--- src/rtl/elevator_scan_ctrl.sv ---
// SCAN-scheduled elevator controller for NUM_FLOORS floors. Requests stay latched until
// served. Door dwell and per-floor travel time are timed with down-counters.
module elevator_scan_ctrl #(
    parameter int NUM_FLOORS    = 4,
    parameter int FLR_W         = 2,
    parameter int DOOR_CYCLES   = 8,
    parameter int TRAVEL_CYCLES = 4
) (
    input  logic                  clk,
    input  logic                  rst,
    input  logic [NUM_FLOORS-1:0] hall_up_btn,
    input  logic [NUM_FLOORS-1:0] hall_dwn_btn,
    input  logic [NUM_FLOORS-1:0] car_btn,
    output logic                  is_moving,
    output logic                  is_moving_up,
    output logic                  is_moving_dwn,
    output logic                  is_door_close,
    output logic [FLR_W-1:0]      current_flr,
    output logic [NUM_FLOORS-1:0] pending
);
    localparam int DCNT_W = $clog2(DOOR_CYCLES);
    localparam int TCNT_W = (TRAVEL_CYCLES > 1) ? $clog2(TRAVEL_CYCLES) : 1;
    localparam logic [DCNT_W-1:0]     DOOR_LOAD = DCNT_W'(DOOR_CYCLES - 1);
    localparam logic [TCNT_W-1:0]     TRAV_LOAD = TCNT_W'(TRAVEL_CYCLES - 1);
    localparam logic [NUM_FLOORS-1:0] ONE       = NUM_FLOORS'(1);
    localparam logic [NUM_FLOORS-1:0] TOP_BIT   = ONE << (NUM_FLOORS - 1);

    typedef enum logic [1:0] {S_IDLE, S_MOVE, S_DOOR_OPEN} state_t;
    typedef enum logic {DIR_UP, DIR_DN} dir_t;

    state_t                r_state, w_state_nxt;
    dir_t                  r_dir, w_dir_nxt;
    logic [FLR_W-1:0]      r_flr, w_flr_nxt, w_nf;
    logic [TCNT_W-1:0]     r_trav_cnt, w_trav_nxt;
    logic [DCNT_W-1:0]     r_door_cnt, w_door_nxt;
    logic [NUM_FLOORS-1:0] r_req_up, r_req_dn, r_req_car;
    logic                  r_door_close, w_door_close_nxt;
    logic                  r_moving, r_moving_up, r_moving_dwn;

    logic [NUM_FLOORS-1:0] w_req_all, w_flr_oh, w_set_up, w_set_dn, w_set_mask, w_clr;
    logic                  w_here, w_above, w_below, w_ahead_nf, w_stop_nf, w_btn_here;

    assign w_req_all  = r_req_up | r_req_dn | r_req_car;
    assign w_flr_oh   = ONE << r_flr;
    assign w_set_up   = hall_up_btn & ~TOP_BIT;
    assign w_set_dn   = hall_dwn_btn & ~ONE;
    assign w_set_mask = (r_state == S_DOOR_OPEN) ? ~w_flr_oh : '1;
    assign w_btn_here = |((w_set_up | w_set_dn | car_btn) & w_flr_oh);
    assign w_here     = w_req_all[r_flr];
    assign w_nf       = (r_dir == DIR_UP) ? r_flr + FLR_W'(1) : r_flr - FLR_W'(1);

    always_comb begin
        w_above    = 1'b0;
        w_below    = 1'b0;
        w_ahead_nf = 1'b0;
        for (int i = 0; i < NUM_FLOORS; i++) begin
            if (i > int'(r_flr)) w_above = w_above | w_req_all[i];
            if (i < int'(r_flr)) w_below = w_below | w_req_all[i];
            if ((r_dir == DIR_UP) ? (i > int'(w_nf)) : (i < int'(w_nf)))
                w_ahead_nf = w_ahead_nf | w_req_all[i];
        end
    end

    // Collective stop: car calls and same-direction hall calls, or anything at the end of the sweep.
    assign w_stop_nf = r_req_car[w_nf]
                     | ((r_dir == DIR_UP) ? r_req_up[w_nf] : r_req_dn[w_nf])
                     | (w_req_all[w_nf] & ~w_ahead_nf);

    always_comb begin
        w_state_nxt      = r_state;
        w_dir_nxt        = r_dir;
        w_flr_nxt        = r_flr;
        w_trav_nxt       = r_trav_cnt;
        w_door_nxt       = r_door_cnt;
        w_door_close_nxt = r_door_close;
        case (r_state)
            S_IDLE: begin
                if (w_here) begin
                    w_state_nxt = S_DOOR_OPEN;
                end else if ((r_dir == DIR_UP && w_above) || (r_dir == DIR_DN && w_below)) begin
                    w_state_nxt = S_MOVE;
                end else if (w_above) begin
                    w_dir_nxt   = DIR_UP;
                    w_state_nxt = S_MOVE;
                end else if (w_below) begin
                    w_dir_nxt   = DIR_DN;
                    w_state_nxt = S_MOVE;
                end
            end
            S_MOVE: begin
                if (r_trav_cnt == '0) begin
                    w_flr_nxt = w_nf;
                    if (w_stop_nf)       w_state_nxt = S_DOOR_OPEN;
                    else if (w_ahead_nf) w_trav_nxt  = TRAV_LOAD;
                    else                 w_state_nxt = S_IDLE;
                end else begin
                    w_trav_nxt = r_trav_cnt - TCNT_W'(1);
                end
            end
            S_DOOR_OPEN: begin
                if (w_btn_here)              w_door_nxt  = DOOR_LOAD;
                else if (r_door_cnt == '0)   w_state_nxt = S_IDLE;
                else                         w_door_nxt  = r_door_cnt - DCNT_W'(1);
            end
            default: w_state_nxt = S_IDLE;
        endcase
        if (w_state_nxt == S_MOVE && r_state != S_MOVE)           w_trav_nxt = TRAV_LOAD;
        if (w_state_nxt == S_DOOR_OPEN && r_state != S_DOOR_OPEN) w_door_nxt = DOOR_LOAD;
        // Door stays open in IDLE only straight after reset; any transition closes it.
        if (w_state_nxt == S_DOOR_OPEN)  w_door_close_nxt = 1'b0;
        else if (w_state_nxt != r_state) w_door_close_nxt = 1'b1;
    end

    assign w_clr = (w_state_nxt == S_DOOR_OPEN && r_state != S_DOOR_OPEN) ? (ONE << w_flr_nxt) : '0;

    always_ff @(posedge clk) begin
        if (rst) begin
            r_state      <= S_IDLE;
            r_dir        <= DIR_UP;
            r_flr        <= '0;
            r_trav_cnt   <= '0;
            r_door_cnt   <= '0;
            r_req_up     <= '0;
            r_req_dn     <= '0;
            r_req_car    <= '0;
            r_door_close <= 1'b0;
            r_moving     <= 1'b0;
            r_moving_up  <= 1'b0;
            r_moving_dwn <= 1'b0;
        end else begin
            r_state      <= w_state_nxt;
            r_dir        <= w_dir_nxt;
            r_flr        <= w_flr_nxt;
            r_trav_cnt   <= w_trav_nxt;
            r_door_cnt   <= w_door_nxt;
            r_req_up     <= (r_req_up  | (w_set_up & w_set_mask)) & ~w_clr;
            r_req_dn     <= (r_req_dn  | (w_set_dn & w_set_mask)) & ~w_clr;
            r_req_car    <= (r_req_car | (car_btn  & w_set_mask)) & ~w_clr;
            r_door_close <= w_door_close_nxt;
            r_moving     <= (w_state_nxt == S_MOVE);
            r_moving_up  <= (w_state_nxt == S_MOVE) && (w_dir_nxt == DIR_UP);
            r_moving_dwn <= (w_state_nxt == S_MOVE) && (w_dir_nxt == DIR_DN);
        end
    end

    assign is_moving     = r_moving;
    assign is_moving_up  = r_moving_up;
    assign is_moving_dwn = r_moving_dwn;
    assign is_door_close = r_door_close;
    assign current_flr   = r_flr;
    assign pending       = w_req_all;

endmodule

--- config.mk ---
export PLATFORM = sky130hd
export DESIGN_NAME = elevator_scan_ctrl
export DESIGN_NICKNAME = d
export VERILOG_FILES = /design/src/rtl/elevator_scan_ctrl.sv
export SDC_FILE = /design/constraint.sdc
export NUM_CORES = 1
export LEC_CHECK = 0
export ABC_AREA = 1
export CORE_UTILIZATION = 50
export CTS_CLUSTER_SIZE = 25
export DETAILED_ROUTE_END_ITERATION = 8
export DONT_BUFFER_PORTS = 1
export GPL_ROUTABILITY_DRIVEN = 0
export PLACE_DENSITY_LB_ADDON = 0.15
export SYNTH_ARGS = -nofsm -noshare
export SYNTH_HDL_FRONTEND = slang
export SYNTH_SLANG_ARGS = --single-unit
--- constraint.sdc ---
create_clock -name clk -period 2.2 [get_ports clk]
set_clock_uncertainty 0.1 [all_clocks]
set_input_delay 0.33 -clock clk [delete_from_list [all_inputs] [get_ports clk]]
set_output_delay 0.33 -clock clk [all_outputs]
set_load 0.005 [all_outputs]
# [Word-level counts from Yosys, hierarchy flattened]
# Cells that the tools add are included.
[totals] elab_cells=141 input_bits=14 out_inout_bits=10 register_bits=26
[op_classes] n_eq_ne=10 magnitude_cmp=14 n_addsub=4 muxes=54 bitwise_logic=29 n_reduce_logical=16 shift=2
[ops] op="2-bit two-way mux" count=17
[ops] op="1-bit two-way mux" count=25
[ops] op="4-bit bitwise AND" count=6
[ops] op="4-bit bitwise OR" count=6
[ops] op="3-bit two-way mux" count=4
[ops] op="1-bit binary-select mux with 2-bit select" count=5
[ops] op="3-bit by 2-bit != test with 1-bit output (second input constant)" count=3
[ops] op="1-bit bitwise OR" count=9
[ops] op="2-bit greater-than comparator (first input constant)" count=4
[ops] op="1-bit by 2-bit < comparator with 1-bit output (first input constant)" count=4
[ops] op="4-bit two-way mux" count=2
[ops] op="4-bit NOT" count=2
[ops] op="1-bit by 2-bit left shift with 4-bit output (first input constant)" count=2
[ops] op="1-bit logical AND" count=6
[ops] op="2-bit by 3-bit < comparator with 1-bit output (second input constant)" count=2
[ops] op="2-bit case mux with 3 select lines" count=1
[ops] op="3-bit by 4-bit bitwise AND with 4-bit output" count=1
[ops] op="2-bit by 1-bit equality test with 1-bit output (second input constant)" count=2
[ops] op="2-bit equality test (second input constant)" count=2
[ops] op="1-bit by 2-bit greater-than comparator with 1-bit output (first input constant)" count=2
[ops] op="2-bit zero test" count=2
[ops] op="2-bit < comparator (first input constant)" count=2
[ops] op="3-bit by 4-bit bitwise OR with 4-bit output" count=1
[ops] op="2-bit nonzero test" count=2
[ops] op="other kinds (14)" count=17

# [Depth between registers and ports, before layout]
# Gate-level depths: netlist (run 1).
[depth] ltp_word=22 ltp_mapped=16 mapped_depth_nobuf=15

# [Worst setup path after synthesis (run 1)]
# Ideal clock, no wire load.
[synth_timing] path_type="register to register" startpoint="register r_flr[0], in the netlist current_flr[0]" endpoint="register r_req_car[0]" stages_incl_launch_ff=16 slack_ns=0.129 t_arrival_ns=1.856 required_ns=1.985 setup_time_ns=0.115 period_less_slack_ns=2.071 n_path_buf=1 path_cell_list="dfxtp_1 > inv_2 > buf_6 > ha_1 > nor2_1 > nor2_1 > inv_1 > nand3_1 > nand2_1 > nand2_1 > nand2_1 > nand2_2 > nand2_4 > nand3_2 > nand2_2 > nor2_1"
[synth_between] elab_chain_len=22 word_cells_on_any_way=78 cone_classes="add/sub: 2; order compare: 12; eq/ne: 1; shift: 2; mux: 39; bitwise: 17; reduce/logical: 5"
[synth_rtl] element="start: declaration" line_no="33" rtl="logic [FLR_W-1:0] r_flr, w_flr_nxt, w_nf;"
[synth_rtl] element="start signal: assignment" line_no="133" rtl="r_flr <= w_flr_nxt;"
[synth_rtl] element="2-bit by 1-bit adder with 2-bit output / 2-bit by 1-bit subtractor with 2-bit output (equally long branches)" line_no="50" rtl="assign w_nf = (r_dir == DIR_UP) ? r_flr + FLR_W'(1) : r_flr - FLR_W'(1);"
[synth_rtl] element="2-bit two-way mux" line_no="50"
[synth_rtl] element="1-bit by 2-bit < comparator with 1-bit output" line_no="59" rtl="if ((r_dir == DIR_UP) ? (i > int'(w_nf)) : (i < int'(w_nf)))"
[synth_rtl] element="1-bit two-way mux (2 in a row)" line_no="59"
[synth_rtl] element="1-bit bitwise OR" line_no="60" rtl="w_ahead_nf = w_ahead_nf | w_req_all[i];"
[synth_rtl] element="1-bit two-way mux" line_no="59"
[synth_rtl] element="1-bit bitwise OR" line_no="60"
[synth_rtl] element="1-bit two-way mux" line_no="59"
[synth_rtl] element="[... 5 more ...]"
[synth_rtl] element="2-bit two-way mux" line_no="93" rtl="if (w_stop_nf) w_state_nxt = S_DOOR_OPEN;"
[synth_rtl] element="2-bit two-way mux" line_no="91" rtl="if (r_trav_cnt == '0) begin"
[synth_rtl] element="2-bit case mux with 3 select lines" line_no="76" rtl="case (r_state)"
[synth_rtl] element="2-bit equality test" line_no="114" rtl="assign w_clr = (w_state_nxt == S_DOOR_OPEN && r_state != S_DOOR_OPEN) ? (ONE << w_flr_nxt) : '0;"
[synth_rtl] element="1-bit logical AND" line_no="114"
[synth_rtl] element="4-bit two-way mux" line_no="114"
[synth_rtl] element="4-bit NOT" line_no="138" rtl="r_req_car <= (r_req_car | (car_btn & w_set_mask)) & ~w_clr;"
[synth_rtl] element="4-bit bitwise AND (*)" line_no="138"
[synth_rtl] element="end signal: assignment" line_no="138"
[synth_rtl] element="end: declaration" line_no="36" rtl="logic [NUM_FLOORS-1:0] r_req_up, r_req_dn, r_req_car;"
# Mark *: on every way between the ends. The rest lies on a longest branch, timed or not. The select of a mux whose other input is x is not followed.
# A chain may end at the register's enable or synchronous reset.

# [Worst setup path after layout (run 1)]
[layout_timing] startpoint="register r_flr[1], in the netlist current_flr[1]" endpoint="register r_req_car[2]"
# The elaborated chain is that of the path after synthesis.

==> results of run 1 <==
-- metal layers --
| metal | global-route usage (%) | up-vias | routed length, um |
|---|---|---|---|
| met5 | 0 | - | 0 |
| met4 | 7.14 | 0 | 37 |
| met3 | 3.06 | 4 | 190 |
| met2 | 34.9 | 44 | 1520 |
| met1 | 29.1 | 621 | 1620 |
| li1 | - | 800 | - |
-- area by class of cell --
class,count,share of cell area [%]
Inverter,42,9.08
Sequential cell,26,30.0
Clock buffer,4,2.09
Timing Repair Buffer,5,2.31
Tap cell,44,3.17
Multi-Input combinational cell,184,53.4
-- per-stage QoR --
stage,instance area (um^2),setup slack (ps),util (%)
3_3_place_gp,1690,234,54.9
6_report,1740,183,56.4
2_1_floorplan,1630,129,-
4_1_cts,1740,192,56.4
5_1_grt,1740,19.9,56.4
3_5_place_dp,1690,205,54.9
-- worst min-delay path by stage --
stage	cells past startpoint	start	endpoint	slack, ps
after floorplan	2	r_req_up[3]	r_req_up[3]	330
after detailed placement	1	rst	r_door_cnt[2]	300
after global placement	1	rst	r_door_cnt[1]	300
final	2	hall_dwn_btn[3]	r_req_dn[3]	60
after global routing	2	car_btn[0]	r_req_car[0]	50
after CTS	2	hall_dwn_btn[3]	r_req_dn[3]	50
-- where the power goes --
group / leakage, nW / internal [mW] / switching, mW
registers: 0.215 / 0.612 / 0.0871
clock network: 0.0210 / 0.101 / 0.143
logic: 0.655 / 0.525 / 0.971
total: 0.892 / 1.24 / 1.20
-- placed cells by master, fill, tap and decap left out --
cell type,synthesis,final
a21o_1,1,1
a21oi_1,19,19
a21oi_2,1,1
buf_4,1,4
clkbuf_4,0,3
clkbuf_8,0,1
dfxtp_1,26,26
dlygate4sd3_1,0,1
ha_1,9,9
inv_1,39,39
inv_2,3,3
nand2_1,64,64
nand2_2,7,7
nand2_4,1,1
nand3_1,14,14
nand3_2,6,6
nand4_1,2,2
nor2_1,42,42
nor2_2,2,2
nor2_4,1,1
o21ai_0,10,10
o21ai_1,3,3
xnor2_1,1,1
xor2_1,1,1
-- critical path, delay by kind of cell, from the launching register on --
family,cells,cell delay (ps)
simple gates,11,950
fa+ha+maj,1,360
buf+inv,2,170
flops,1,350
-- logic make-up after synthesis --
family,synth area share [%]
simple gates,38.0
compound gates,10.8
xor+xnor,1.07
fa+ha+maj,6.90
flops,31.9
buf+inv,11.3
-- flip-flops by register name (all words and copies together) (netlist names) --
register	count
r_req_car	4
r_req_dn	4
r_req_up	4
r_door_cnt	3
current_flr	2
r_state	2
r_trav_cnt	2
is_door_close	1
is_moving	1
is_moving_dwn	1
is_moving_up	1
r_dir	1
==> impl_metrics.yaml, run 1 <==
critical_path:
  crit_slowest_cell: "ha_1"
  worstPathMaxFanout: 6
  crit_path_max_incr_delay_ps: 360
  rr_worst_depth: 14
  path_cells: "inv_1 -> ha_1 -> nor2_1 -> nor2_1 -> inv_1 -> nand3_1 -> nand2_1 -> nand2_1 -> nand2_1 -> nand2_2 -> nand2_4 -> nand3_2 -> nand2_2 -> nor2_1"
  crit_end: "r_req_car[2]"
  crit_type: "register to register"
  rrSetupSlack_ps: 180
  cp_data_arrival_time_ps: 2150
  setup.worst_path.start: "current_flr[1]"
  r2r-start: "current_flr[1]"
  rr_endpoint: "r_req_car[2]"
  critPathLaunchType: "register"
  required_ps: 2330
  end_kind: "register"
layout:
  final_nets: 285
  drive_above_1_share_pct: 11.1
  area_delta_synth_final_pct: 6.36
  seq_area_um2: 520
  multi_input_area_um2: 926
  n_antenna_cell: 0
  fillerInstances: 339
  final_cells: 305
die:
  ios: 24
  die_w_um: 59.1
  die_area_um2: 3500
  core.rowCount: 20
  chipHeight_um: 59.1
  initial_utilization_pct: 53.0
  core-area_um2: 3080
logic_synthesis:
  yosysMostFrequentCell: "nand2_1"
  yosys_most_used_dff: "dfxtp_1"
  ys_seq_elements: 26
  postSynth.asyncResetShare_pct: 0
  yosysWarnings: 0
  syn_area_um2: 1630
  netlist_top_cells_count: "nand2_1 (64), nor2_1 (42), inv_1 (39), dfxtp_1 (26), a21oi_1 (19)"
  syn_inst: 256
  synth_fp_nets: 279
  synth_top_area_cell: "dfxtp_1"
  avgSynthCellArea_um2: 6.37
  yosysSeqAreaShare_pct: 31.9
  synth_top_cell_area_share_pct: 31.9
  synth_edf_count: 0
  synthDistinctLibCells: 24
  synth_area_leaders: "dfxtp_1 (32%), nand2_1 (15%), nor2_1 (9.7%), inv_1 (9.0%), ha_1 (6.9%)"
sta:
  finalHoldViolations: 0
  timing.hold.ws_ps: 59.3
  tns_ps: 0
  slew_violations: 0
  rsz0062_at_grt: "false"
  tightest_slew_ps: 344
  max_slew_margin_pct: 77.0
  period_share_pct: 91.7
  fmax_ghz: 0.496
  fin_crit_ps: 2020
  setup_viol: 0
placed_design:
  placement.io_buffers: 0
  placed_cells: 300
  dp_hpwl_um: 2620
global_routing:
  grt_pass1_vias: 1280
  grt_pass1_wl_um: 5590
  grt-ovfl-total: 0
  antenna_found_initial: 0
  grt_usage_pct: 21.4
  grt_start_max_net_pins: 18
routing:
  finalWirelength_um: 3370
  drc: 0
  first_pass_iters: 4
  drt_iter0_markers: 117
  vias_per_cell: 4.82
  wl_per_cell_um: 11.1
  final_antenna_net_count: 0
  num_vias: 1469
run_status:
  outcome: "finished clean"
clocking:
  cts_buffers: 3
  clock-sinks: 26
  htreeDepth: 1
  cts_resized: 0
  clk_path_buf_depth: 2
  cts.clk_slew.worst_paths_ps: 140
  insertion_delay_ps: 320
  root_buffer: "clkbuf_4"
  cts_setup_buffers: 0
  cts_tree: "done"
  ctsHoldBuffers: 1
power:
  power.total_mw: 2.44
  p_per_area_nw_per_um2: 1410
  vdd_ir_drop_max_mv: 0.652
  leakage_nw: 0.892
hold_path:
  worstHoldPathType: "input pin to register"
run:
  max_cap_violations: 0
(Power assumes the default switching activity.)
==> inputs of run 2 (changes only) <==
--- a/config.mk
+++ b/config.mk
@@ -11,6 +11,7 @@
 export DETAILED_ROUTE_END_ITERATION = 8
 export DONT_BUFFER_PORTS = 1
 export GPL_ROUTABILITY_DRIVEN = 0
+export HOLD_SLACK_MARGIN = 0.08
 export PLACE_DENSITY_LB_ADDON = 0.15
 export SYNTH_ARGS = -nofsm -noshare
 export SYNTH_HDL_FRONTEND = slang
==> run 2 against run 1 <==
  * Sequential share of layout area shrank 1.6 points
  * Maximum frequency grew 0.11%
  * Utilization grew 3.3 points
  * Global-route usage grew 0.68 points
  * Sequential power is essentially flat
  * Routed wire length grew 4.3%
  * Critical endpoint unchanged
  * Largest power group unchanged
  * Highest routed layer unchanged
==> impl_metrics.yaml, run 2 (synthesis results as in run 1) <==
critical_path:
  critPathLaunchType: "register"
  crit_slowest_cell: "ha_1"
  rrSetupSlack_ps: 190
  rr_endpoint: "r_req_car[2]"
  required_ps: 2340
  worstPathMaxFanout: 6
  cp_data_arrival_time_ps: 2150
  r2r-start: "current_flr[1]"
  setup.worst_path.start: "current_flr[1]"
  crit_end: "r_req_car[2]"
  end_kind: "register"
  crit_type: "register to register"
  path_cells: "inv_1 -> ha_1 -> nor2_1 -> nor2_1 -> inv_1 -> nand3_1 -> nand2_1 -> nand2_1 -> nand2_1 -> nand2_2 -> nand2_4 -> nand3_2 -> nand2_2 -> nor2_1"
  rr_worst_depth: 14
  crit_path_max_incr_delay_ps: 360
run_status:
  outcome: "finished clean"
power:
  power.total_mw: 2.46
  leakage_nw: 0.933
  vdd_ir_drop_max_mv: 0.653
  p_per_area_nw_per_um2: 1340
sta:
  max_slew_margin_pct: 77.6
  tightest_slew_ps: 332
  period_share_pct: 91.6
  slew_violations: 0
  rsz0062_at_grt: "false"
  fin_crit_ps: 2010
  tns_ps: 0
  fmax_ghz: 0.496
  setup_viol: 0
  finalHoldViolations: 0
placed_design:
  dp_hpwl_um: 2620
  placed_area_um2: 1690
  placement.io_buffers: 0
  placed_cells: 300
routing:
  num_vias: 1497
  wl_per_cell_um: 11.2
  vias_per_cell: 4.75
  final_antenna_net_count: 0
  drt_iter0_markers: 150
  first_pass_iters: 4
  finalWirelength_um: 3520
  drc: 0
layout:
  area_delta_synth_final_pct: 12.5
  final_common_cell: "nand2_1"
  final_nets: 295
  reg_top3: "r_req_car (4), r_req_dn (4), r_req_up (4)"
  utilization_pct: 59.6
  n_antenna_cell: 0
  final_cells: 315
  final_cell_mix: "nand2_1 (64), nor2_1 (42), inv_1 (39)"
  drive_above_1_share_pct: 10.7
  final_area_um2: 1840
clocking:
  clock-sinks: 26
  clk_path_buf_depth: 2
  htreeDepth: 1
  cts.clk_slew.worst_paths_ps: 140
  cts_resized: 0
  root_buffer: "clkbuf_4"
  insertion_delay_ps: 330
  cts_tree: "done"
  cts_buffers: 3
global_routing:
  antenna_found_initial: 0
  grt-ovfl-total: 0
  grt_start_max_net_pins: 18
  grt_pass1_vias: 1348
  grt_usage_pct: 22.1
  grt_pass1_wl_um: 5790
die:
  initial_utilization_pct: 53.0
  core.rowCount: 20
  die_w_um: 59.1
  core-area_um2: 3080
  chipHeight_um: 59.1
  die_area_um2: 3500
  ios: 24
run:
  max_cap_violations: 0
hold_path:
  worstHoldPathType: "input pin to register"
run 2: worst max-delay path, delay by kind of cell (launching register included):
family | cells | cell delay [ps]
simple gates | 11 | 960
fa+ha+maj | 1 | 360
flops | 1 | 350
buf+inv | 2 | 160
run 2: report_power, final:
group / internal, mW / switching [mW] / leakage [nW]
registers: 0.612 / 0.0880 / 0.215
logic: 0.537 / 0.979 / 0.697
clock network: 0.101 / 0.146 / 0.0210
total: 1.25 / 1.21 / 0.933
run 2: worst min path at each step:
stage / start / end / slack (ps) / cells after the start
6_report: rst / is_door_close / 220 / 3
3_3_place_gp: rst / r_door_cnt[1] / 300 / 1
3_5_place_dp: rst / r_door_cnt[2] / 300 / 1
4_1_cts: rst / is_door_close / 210 / 3
2_1_floorplan: r_req_up[3] / r_req_up[3] / 330 / 2
5_1_grt: rst / is_door_close / 230 / 3
run 2: final cells by class:
type / instances / area (um^2)
well taps: 44 / 55.1
inverters: 42 / 158
fillers: 328 / 1240
clock buffers: 4 / 36.3
flip-flops and latches: 26 / 520
multi-input cells: 184 / 926
repair buffers: 15 / 140
run 2: per-layer routing:
layer / up-vias / share of wire [%] / track usage, %
li1: 820 / - / -
met1: 640 / 49 / 29.6
met2: 32 / 45 / 36.7
met3: 5 / 5.1 / 3.06
met4: 0 / 1.3 / 7.14
met5: - / 0 / 0
run 2: through the flow:
stage | worst slack (ps) | hold slack (ps)
6_report | 185 | 217
5_1_grt | 19.9 | 232
4_1_cts | 192 | 213
3_5_place_dp | 205 | 304
3_3_place_gp | 234 | 300
2_1_floorplan | 129 | 329
run 2: timing repair:
item / in CTS / in global routing
hold endpoints to repair: 18 / 0
hold buffers: 11 / 0
setup buffers: 0 / 0
